`src/rtl/rv32i_types.sv`:
```
`default_nettype none
// +------------------------------------------------------------------+
// | rv32i_types : shared RV32 types and M-extension multiply funct3s  |
// | Rev 1.0                                                           |
// +------------------------------------------------------------------+
package rv32i_types;

  localparam logic [2:0] FUNCT3_MUL    = 3'b000;
  localparam logic [2:0] FUNCT3_MULH   = 3'b001;
  localparam logic [2:0] FUNCT3_MULHSU = 3'b010;
  localparam logic [2:0] FUNCT3_MULHU  = 3'b011;

  localparam int LATENCY_MUL = 3;

  typedef struct packed {
    logic [2:0]  funct3;
    logic [31:0] vj;
    logic [31:0] vk;
    logic [4:0]  fi;
    logic [4:0]  fj;
    logic [4:0]  fk;
    logic [31:0] pc;
    logic [31:0] inst;
    logic [63:0] order;
  } fu_status_t;

  typedef struct packed {
    logic        valid;
    logic [4:0]  rd;
    logic [31:0] data;
    logic [31:0] pc;
    logic [31:0] inst;
    logic [63:0] order;
    logic [4:0]  rs1_addr;
    logic [4:0]  rs2_addr;
    logic [31:0] rs1_rdata;
    logic [31:0] rs2_rdata;
    logic [31:0] pc_wdata;
    logic [31:0] mem_addr;
    logic [3:0]  mem_rmask;
    logic [3:0]  mem_wmask;
    logic [31:0] mem_rdata;
    logic [31:0] mem_wdata;
  } fu_cdb_t;

endpackage
`default_nettype wire

```
`src/rtl/mul_core.sv`:
```
`default_nettype none
// +------------------------------------------------------------------+
// | mul_core : combinational 32x32 multiply with MUL/MULH* selection  |
// | Rev 1.0                                                           |
// +------------------------------------------------------------------+
module mul_core
  import rv32i_types::*;
(
  input  logic [2:0]  funct3,
  input  logic [31:0] vj,
  input  logic [31:0] vk,
  output logic [31:0] result
);

  logic        a_signed;
  logic        b_signed;
  logic [63:0] a_ext;
  logic [63:0] b_ext;
  logic [63:0] prod;

  always_comb begin
    a_signed = (funct3 == FUNCT3_MUL) || (funct3 == FUNCT3_MULH) || (funct3 == FUNCT3_MULHSU);
    b_signed = (funct3 == FUNCT3_MUL) || (funct3 == FUNCT3_MULH);
    // Extending to 64 bits makes the modulo-2^64 product equal the exact product bits.
    a_ext    = {{32{a_signed & vj[31]}}, vj};
    b_ext    = {{32{b_signed & vk[31]}}, vk};
    prod     = a_ext * b_ext;
    result   = '0;
    case (funct3)
      FUNCT3_MUL:    result = prod[31:0];
      FUNCT3_MULH,
      FUNCT3_MULHSU,
      FUNCT3_MULHU:  result = prod[63:32];
      default:       result = '0;
    endcase
  end

endmodule
`default_nettype wire

```
`src/rtl/fu_mul_pipe.sv`:
```
`default_nettype none
// +------------------------------------------------------------------+
// | fu_mul_pipe : LATENCY-stage bubble-collapsing multiply unit       |
// | Rev 1.0                                                           |
// +------------------------------------------------------------------+
module fu_mul_pipe
  import rv32i_types::*;
#(
  parameter int LATENCY = LATENCY_MUL,
  parameter int CNT_W   = $clog2(LATENCY + 1)
) (
  input  logic             clk,
  input  logic             rst,
  input  logic             flush,
  input  logic             issue_valid,
  output logic             issue_ready,
  input  fu_status_t       issue_data,
  output logic             complete_valid,
  input  logic             complete_ready,
  output fu_cdb_t          complete_data,
  output logic             exec_busy,
  output logic [CNT_W-1:0] in_flight
);

  localparam int LAST = LATENCY - 1;

  logic [LATENCY-1:0] valid_q;
  logic [LATENCY-1:0] valid_d;
  logic [LATENCY-1:0] adv;
  fu_status_t         st_q  [LATENCY];
  fu_status_t         st_d  [LATENCY];
  logic [31:0]        res_q [LATENCY];
  logic [31:0]        res_d [LATENCY];
  logic [31:0]        mul_result;
  logic               fire_in;
  logic               full_above;
  logic [CNT_W-1:0]   cnt;

  mul_core u_mul_core (
    .funct3 (issue_data.funct3),
    .vj     (issue_data.vj),
    .vk     (issue_data.vk),
    .result (mul_result)
  );

  always_comb begin
    // A stage moves if any later stage is empty, or every later stage is full and the head retires.
    full_above = 1'b1;
    adv        = '0;
    for (int i = LAST; i >= 0; i--) begin
      adv[i]     = valid_q[i] && (!full_above || complete_ready);
      full_above = full_above && valid_q[i];
    end

    issue_ready = !flush && (!valid_q[0] || adv[0]);
    fire_in     = issue_valid && issue_ready;

    for (int i = 0; i < LATENCY; i++) begin
      valid_d[i] = valid_q[i] && !adv[i];
      st_d[i]    = st_q[i];
      res_d[i]   = res_q[i];
    end
    for (int i = 1; i < LATENCY; i++) begin
      if (adv[i-1]) begin
        valid_d[i] = 1'b1;
        st_d[i]    = st_q[i-1];
        res_d[i]   = res_q[i-1];
      end
    end
    if (fire_in) begin
      valid_d[0] = 1'b1;
      st_d[0]    = issue_data;
      res_d[0]   = mul_result;
    end
    if (flush) begin
      valid_d = '0;
    end

    cnt = '0;
    for (int i = 0; i < LATENCY; i++) begin
      cnt = cnt + CNT_W'(valid_q[i]);
    end
    in_flight = cnt;
    exec_busy = (cnt != '0);

    complete_valid = valid_q[LAST];
    complete_data  = '0;
    if (valid_q[LAST]) begin
      complete_data.valid     = 1'b1;
      complete_data.rd        = st_q[LAST].fi;
      complete_data.data      = res_q[LAST];
      complete_data.pc        = st_q[LAST].pc;
      complete_data.inst      = st_q[LAST].inst;
      complete_data.order     = st_q[LAST].order;
      complete_data.rs1_addr  = st_q[LAST].fj;
      complete_data.rs2_addr  = st_q[LAST].fk;
      complete_data.rs1_rdata = st_q[LAST].vj;
      complete_data.rs2_rdata = st_q[LAST].vk;
      complete_data.pc_wdata  = st_q[LAST].pc + 32'd4;
    end
  end

  always_ff @(posedge clk) begin
    if (rst) begin
      valid_q <= '0;
      for (int i = 0; i < LATENCY; i++) begin
        st_q[i]  <= '0;
        res_q[i] <= '0;
      end
    end else begin
      valid_q <= valid_d;
      for (int i = 0; i < LATENCY; i++) begin
        st_q[i]  <= st_d[i];
        res_q[i] <= res_d[i];
      end
    end
  end

endmodule
`default_nettype wire
```
`config.mk`:
```
export PLATFORM = sky130hd
export DESIGN_NAME = fu_mul_pipe
export DESIGN_NICKNAME = d
export VERILOG_FILES = /design/src/rtl/rv32i_types.sv /design/src/rtl/mul_core.sv /design/src/rtl/fu_mul_pipe.sv
export SDC_FILE = /design/constraint.sdc
export NUM_CORES = 2
export LEC_CHECK = 0
export ABC_AREA = 1
export ABC_CLOCK_PERIOD_IN_PS = 7510
export CORE_ASPECT_RATIO = 1.2
export CORE_MARGIN = 2
export CORE_UTILIZATION = 50
export CTS_CLUSTER_SIZE = 28
export DETAILED_ROUTE_END_ITERATION = 8
export DONT_BUFFER_PORTS = 1
export PLACE_DENSITY_LB_ADDON = 0.08
export SLEW_MARGIN = 25
export SYNTH_ARGS = -nofsm -noshare
export SYNTH_HDL_FRONTEND = slang
export SYNTH_SLANG_ARGS = --single-unit
export TNS_END_PERCENT = 1
```
`constraint.sdc`:
```
create_clock -name clk -period 7.51 [get_ports clk]
set_clock_uncertainty 0.15 [all_clocks]
set_input_delay 0.3755 -clock clk [delete_from_list [all_inputs] [get_ports clk]]
set_output_delay 0.3755 -clock clk [all_outputs]
set_load 0.01 [all_outputs]
```
# Yosys cells after proc, flatten, opt, wreduce, memory -nomap -nowiden
# Memories as Yosys holds them, arrays and structs flattened.
# Cells that the tools add are included.
dict set report op_classes {
  n_addsub 3
  mul 1
  n_eq_ne 3
  n_mux 20
  bitwise 8
  n_reduce_logical 25
}
# cell count
set ops {}
lappend ops {{$mux W210} 6}
lappend ops {{$mux W272} 1}
lappend ops {{$mux W32} 6}
lappend ops {{$mul A33 B33 Y64} 1}
lappend ops {{$pmux W32 S2} 1}
lappend ops {{$add A32 B3 Y32 const B} 1}
lappend ops {{$logic_and A1 B1 Y1} 9}
lappend ops {{$logic_not A1 Y1} 7}
lappend ops {{$eq A3 B2 Y1 const B} 2}
lappend ops {{$mux W1} 6}
lappend ops {{$or A1 B1 Y1} 6}
lappend ops {{$logic_or A1 B1 Y1} 5}
lappend ops {{$eq A3 B1 Y1 const B} 1}
lappend ops {{$logic_not A3 Y1} 1}
lappend ops {{$reduce_or A3 Y1} 1}
lappend ops {{$add A1 B1 Y2} 1}
lappend ops {{$add A2 B1 Y2} 1}
lappend ops {{$and A1 B1 Y1} 2}
lappend ops {{$reduce_bool A2 Y1} 1}
lappend ops {{$reduce_or A2 Y1} 1}
dict set report word_totals {
  ff_bits 3
  mem_bits_rw 726
  in_bits 215
  out_inout_bits 381
  elab_cells 63
  n_memories 2
}
# name depth width read_ports rd_clocked_by_memory_dff write_ports line_no
set memory_table {}
lappend memory_table {st_q 3 210 3 0 3 fu_mul_pipe.sv:30} ;# fu_status_t st_q [LATENCY];
lappend memory_table {res_q 3 32 3 0 3 fu_mul_pipe.sv:32} ;# logic [31:0] res_q [LATENCY];

# Logic depth before layout (Yosys ltp)
dict set report depth {
  ltp_word 9
  ltp_mapped 36
  mapped_depth_nobuf 36
}

# Hierarchy
# Synthesis repeated with hierarchy kept, for this count alone.
dict set report hier_totals {
  hier_cells 9412
  area_unflattened_um2 69741.9
}
# module instances cells_per_inst area_each_um2 seq_area_each_um2
set modules_own_cells {}
lappend modules_own_cells {mul_core 1 5240 40600.2 0.0}
lappend modules_own_cells {fu_mul_pipe 1 4172 29141.7 14413.8}

# Least setup slack after synthesis
# OpenSTA, ideal clock, no wires.
dict set report synth_path {
  path_kind {in2reg}
  start {in issue_data[206] in the netlist's numbering}
  end {mem res_q[0][27]}
  setup_ns 0.132
  arrival_ns 7.650
  t_required_ns 7.228
  setup_slack_ns -0.422
  path_stages 32
  n_path_buf 2
  path_cell_list {clkbuf_1 -> clkbuf_1 -> nand2_1 -> inv_1 -> nand2_1 -> inv_1 -> fa_1 -> fa_1 -> fa_1 -> inv_1 -> fa_1 -> inv_1 -> fa_1 -> fa_1 -> fa_1 -> inv_1 -> fa_1 -> inv_1 -> ha_1 -> nand2_1 -> nor2_1 -> inv_1 -> nor2_1 -> inv_1 -> nor4_1 -> nand2_1 -> nand3_1 -> nand2_1 -> nand3_1 -> nand2_1 -> nand2_1 -> a21oi_1}
}
# item line_no
set synth_rtl {}
lappend synth_rtl {{start: declaration} fu_mul_pipe.sv:17} ;# input fu_status_t issue_data,
lappend synth_rtl {{end: declaration} fu_mul_pipe.sv:32}

==> run metrics <==
H-Tree Depth=3; origin of the critical flop-to-flop path=valid_q[2]$_SDFF_PP0_; largest net degree at the start of global routing=237; critical path's slowest cell=fa_2; register area share after synthesis=21.3%; Worst-path clk slew=0.08 ns; Layout area overhead=9.34%; vias=55300; Setup crit start=issue_data[208]; initial antenna violation count=13; worst hold path class=input port to register; CP top delay family=adder cells; All-Layer GR Usage=31.5%; Synth warnings=0; synth unique cells=45; Slew Limit Fails=0; row count=148; RSZ-0062 raised after global routing=yes; port bufs=0; initial core utilization=50.2%; Initial DRC Count=3684; CTS Buffer Depth=3; top cells by area, synth=fa_1 33%, dfxtp_1 21%, inv_1 11%; startpoint types=input port; Detailed Place HPWL=156 mm; final wirelength=216 mm; iteration count of the initial detailed-routing pass=6; Avg WL per Cell=20.3 µm; fillers=13300; total gr overflow=0; fin util=54.9%; Die X=340 µm; # setup viols final=0; CTS Buf Count=67; worst endpoint required time=7.94 ns; most numerous cell on the critical path=nand2_1; Synth top area share=33.2%; core area=135000 µm²; dpl ws=-0.535 ns; WP data arrival=7.65 ns; status=finished clean; Skew-Pair Late Insertion Delay=0.64 ns; nets=10400; number of synthesized register bits=720; die area=139000 µm²; final hold viol count=0; mapped cell area=67800 µm²; routability-driven placement congestion ratio=0.962; first-pass GRT wire length=337 mm; Post-synth ARST share=0%; vias per cell=5.18; I/O pins=596; Mapped Cells=8808; share of layout cells above drive strength 1=5.00%; fin crit share=96.1%; Tmin final=7.22 ns; CP max stage delay=0.63 ns; Critical Path End Type=register; Buf/Inv on CP=10; Highest Clock Rate=139 MHz; post-route ant nets=0; slew margin rel.=30.7%; TritonCTS clock tree=done; Worst-Margin Slew=1.04 ns; cell taking the most area after synthesis=fa_1; Cell Count, Final, Fillers Out=10700; vias in the first global route=57400; Max-Cap Viols=0; critical-path maximum fanout=6; DRC viols=0; syn_area_per_cell=7.70 µm²; Die H=407 µm; HP Start=rst; Synth Flop Type=dfxtp_1; Setup Crit Path Kind=input port to register; Hold Slack=0.0394 ns; root buf cell=clkbuf_16; number of synthesized flops with an enable pin=0; worst setup margin=0.291 ns; # placed instances=10300; # clock sinks=720
[cell type report]
cell class	instances	area, µm²	area share (%)
multi-input cells	5486	43200	58.2
flip-flops and latches	720	14400	19.4
inverters	2065	7790	10.5
repair buffers	470	4170	5.62
well taps	1800	2250	3.04
clock buffers	88	1910	2.57
clock inverters	31	435	0.587
diodes	13	32.5	0.0439
[cells in the mapped netlist (2+ instances only)]
cell type,n
dfxtp_1,720
ha_1,213
o21a_1,4
nand3_1,98
nor4_1,6
o21ai_1,68
inv_2,5
o21bai_1,10
nor2_2,4
or2_2,14
a21o_1,5
nand2_2,6
inv_1,2058
xor2_1,9
nand3b_1,4
a31oi_1,3
nor3b_1,2
o21ai_0,719
buf_1,10
nor3_2,2
nor2_4,2
and2_1,4
nand4_1,20
nand2_1,1722
fa_1,1126
buf_6,12
nand3_2,2
nor3_1,22
nor2_1,718
buf_4,123
a21oi_1,584
buf_2,26
o211ai_1,2
nor3_4,3
xnor2_1,4
clkbuf_1,469
[timing repair]
item,CTS,global route
endpoints found under the hold margin,242,0
setup endpoints to repair,0,11
hold buffers,212,0
gates resized for setup,0,16
buffers inserted,0,3
[layout by cell type, fill, tap and decap left out, types with 8 or more instances in the layout]
cell type      synthesis  final
clkinv_2               1     14
o21ai_1               68     69
conb_1                 1    104
dlygate4sd3_1          0    211
inv_1               2058   2052
nand2_1             1722   1721
clkbuf_8               0     11
fa_1                1126   1121
nor2_2                 4     12
dfxtp_1              720    719
nor2_1               718    709
a21oi_1              584    582
clkbuf_16              0     69
buf_12                 0      9
xor2_1                 9      9
clkbuf_1             469      8
or2_2                 14     14
ha_1                 213    212
buf_4                123    250
nor3_1                22     21
o21bai_1              10     10
o21ai_0              719    718
nand3_1               98     98
diode_2                0     13
nand4_1               20     20
[registers in the layout (all words and copies together) (netlist names)]
name and flops:
res_q 96, valid_q 3, st_q 621
[kinds of logic after synthesis]
family | synth area share [%]
xor gates and xnor gates | 0.168
AOI/OAI and AO/OA | 10.4
and+or+nand+nor | 15.2
adders and majority gates | 37.2
other | 0.00553
DFF | 21.3
buffers and inverters | 15.8
[through the flow]
step,setup TNS [ns],cell area [µm²]
after floorplan,0,68200
after global placement,-5.82,69600
after detailed placement,-7.75,69600
after CTS,0,74000
after global routing,-0.187,74100
final,0,74200
[final timing paths]
| path | cells after the start | slack [ns] | endpoint |
|---|---|---|---|
| max | 32 | 0.29 | res_q[0][28]$_SDFFE_PP0P_ |
| min | 3 | 0.04 | res_q[0][59]$_SDFFE_PP0P_ |
| max reg2reg | 13 | 2.82 | st_q[0][62]$_SDFFE_PP0P_ |
| min reg2reg | 2 | 0.30 | st_q[0][385]$_SDFFE_PP0P_ |
[tightest hold or removal path: cells and delay by family]
family / cells / cell delay (ns)
compound gates: 1 / 0.16
simple gates: 1 / 0.05
buf+inv: 1 / 0.18
[layer usage]
layer / share of wire [%] / GRT usage [%]
met1: 40 / 39.3
met2: 50 / 55.8
met4: 3.5 / 10.8
met5: 0.0060 / 0
met3: 5.9 / 4.42
Power is left out: the tool's default activity adds up to more than one toggle a clock period on the data nets, which glitch-free logic cannot reach.
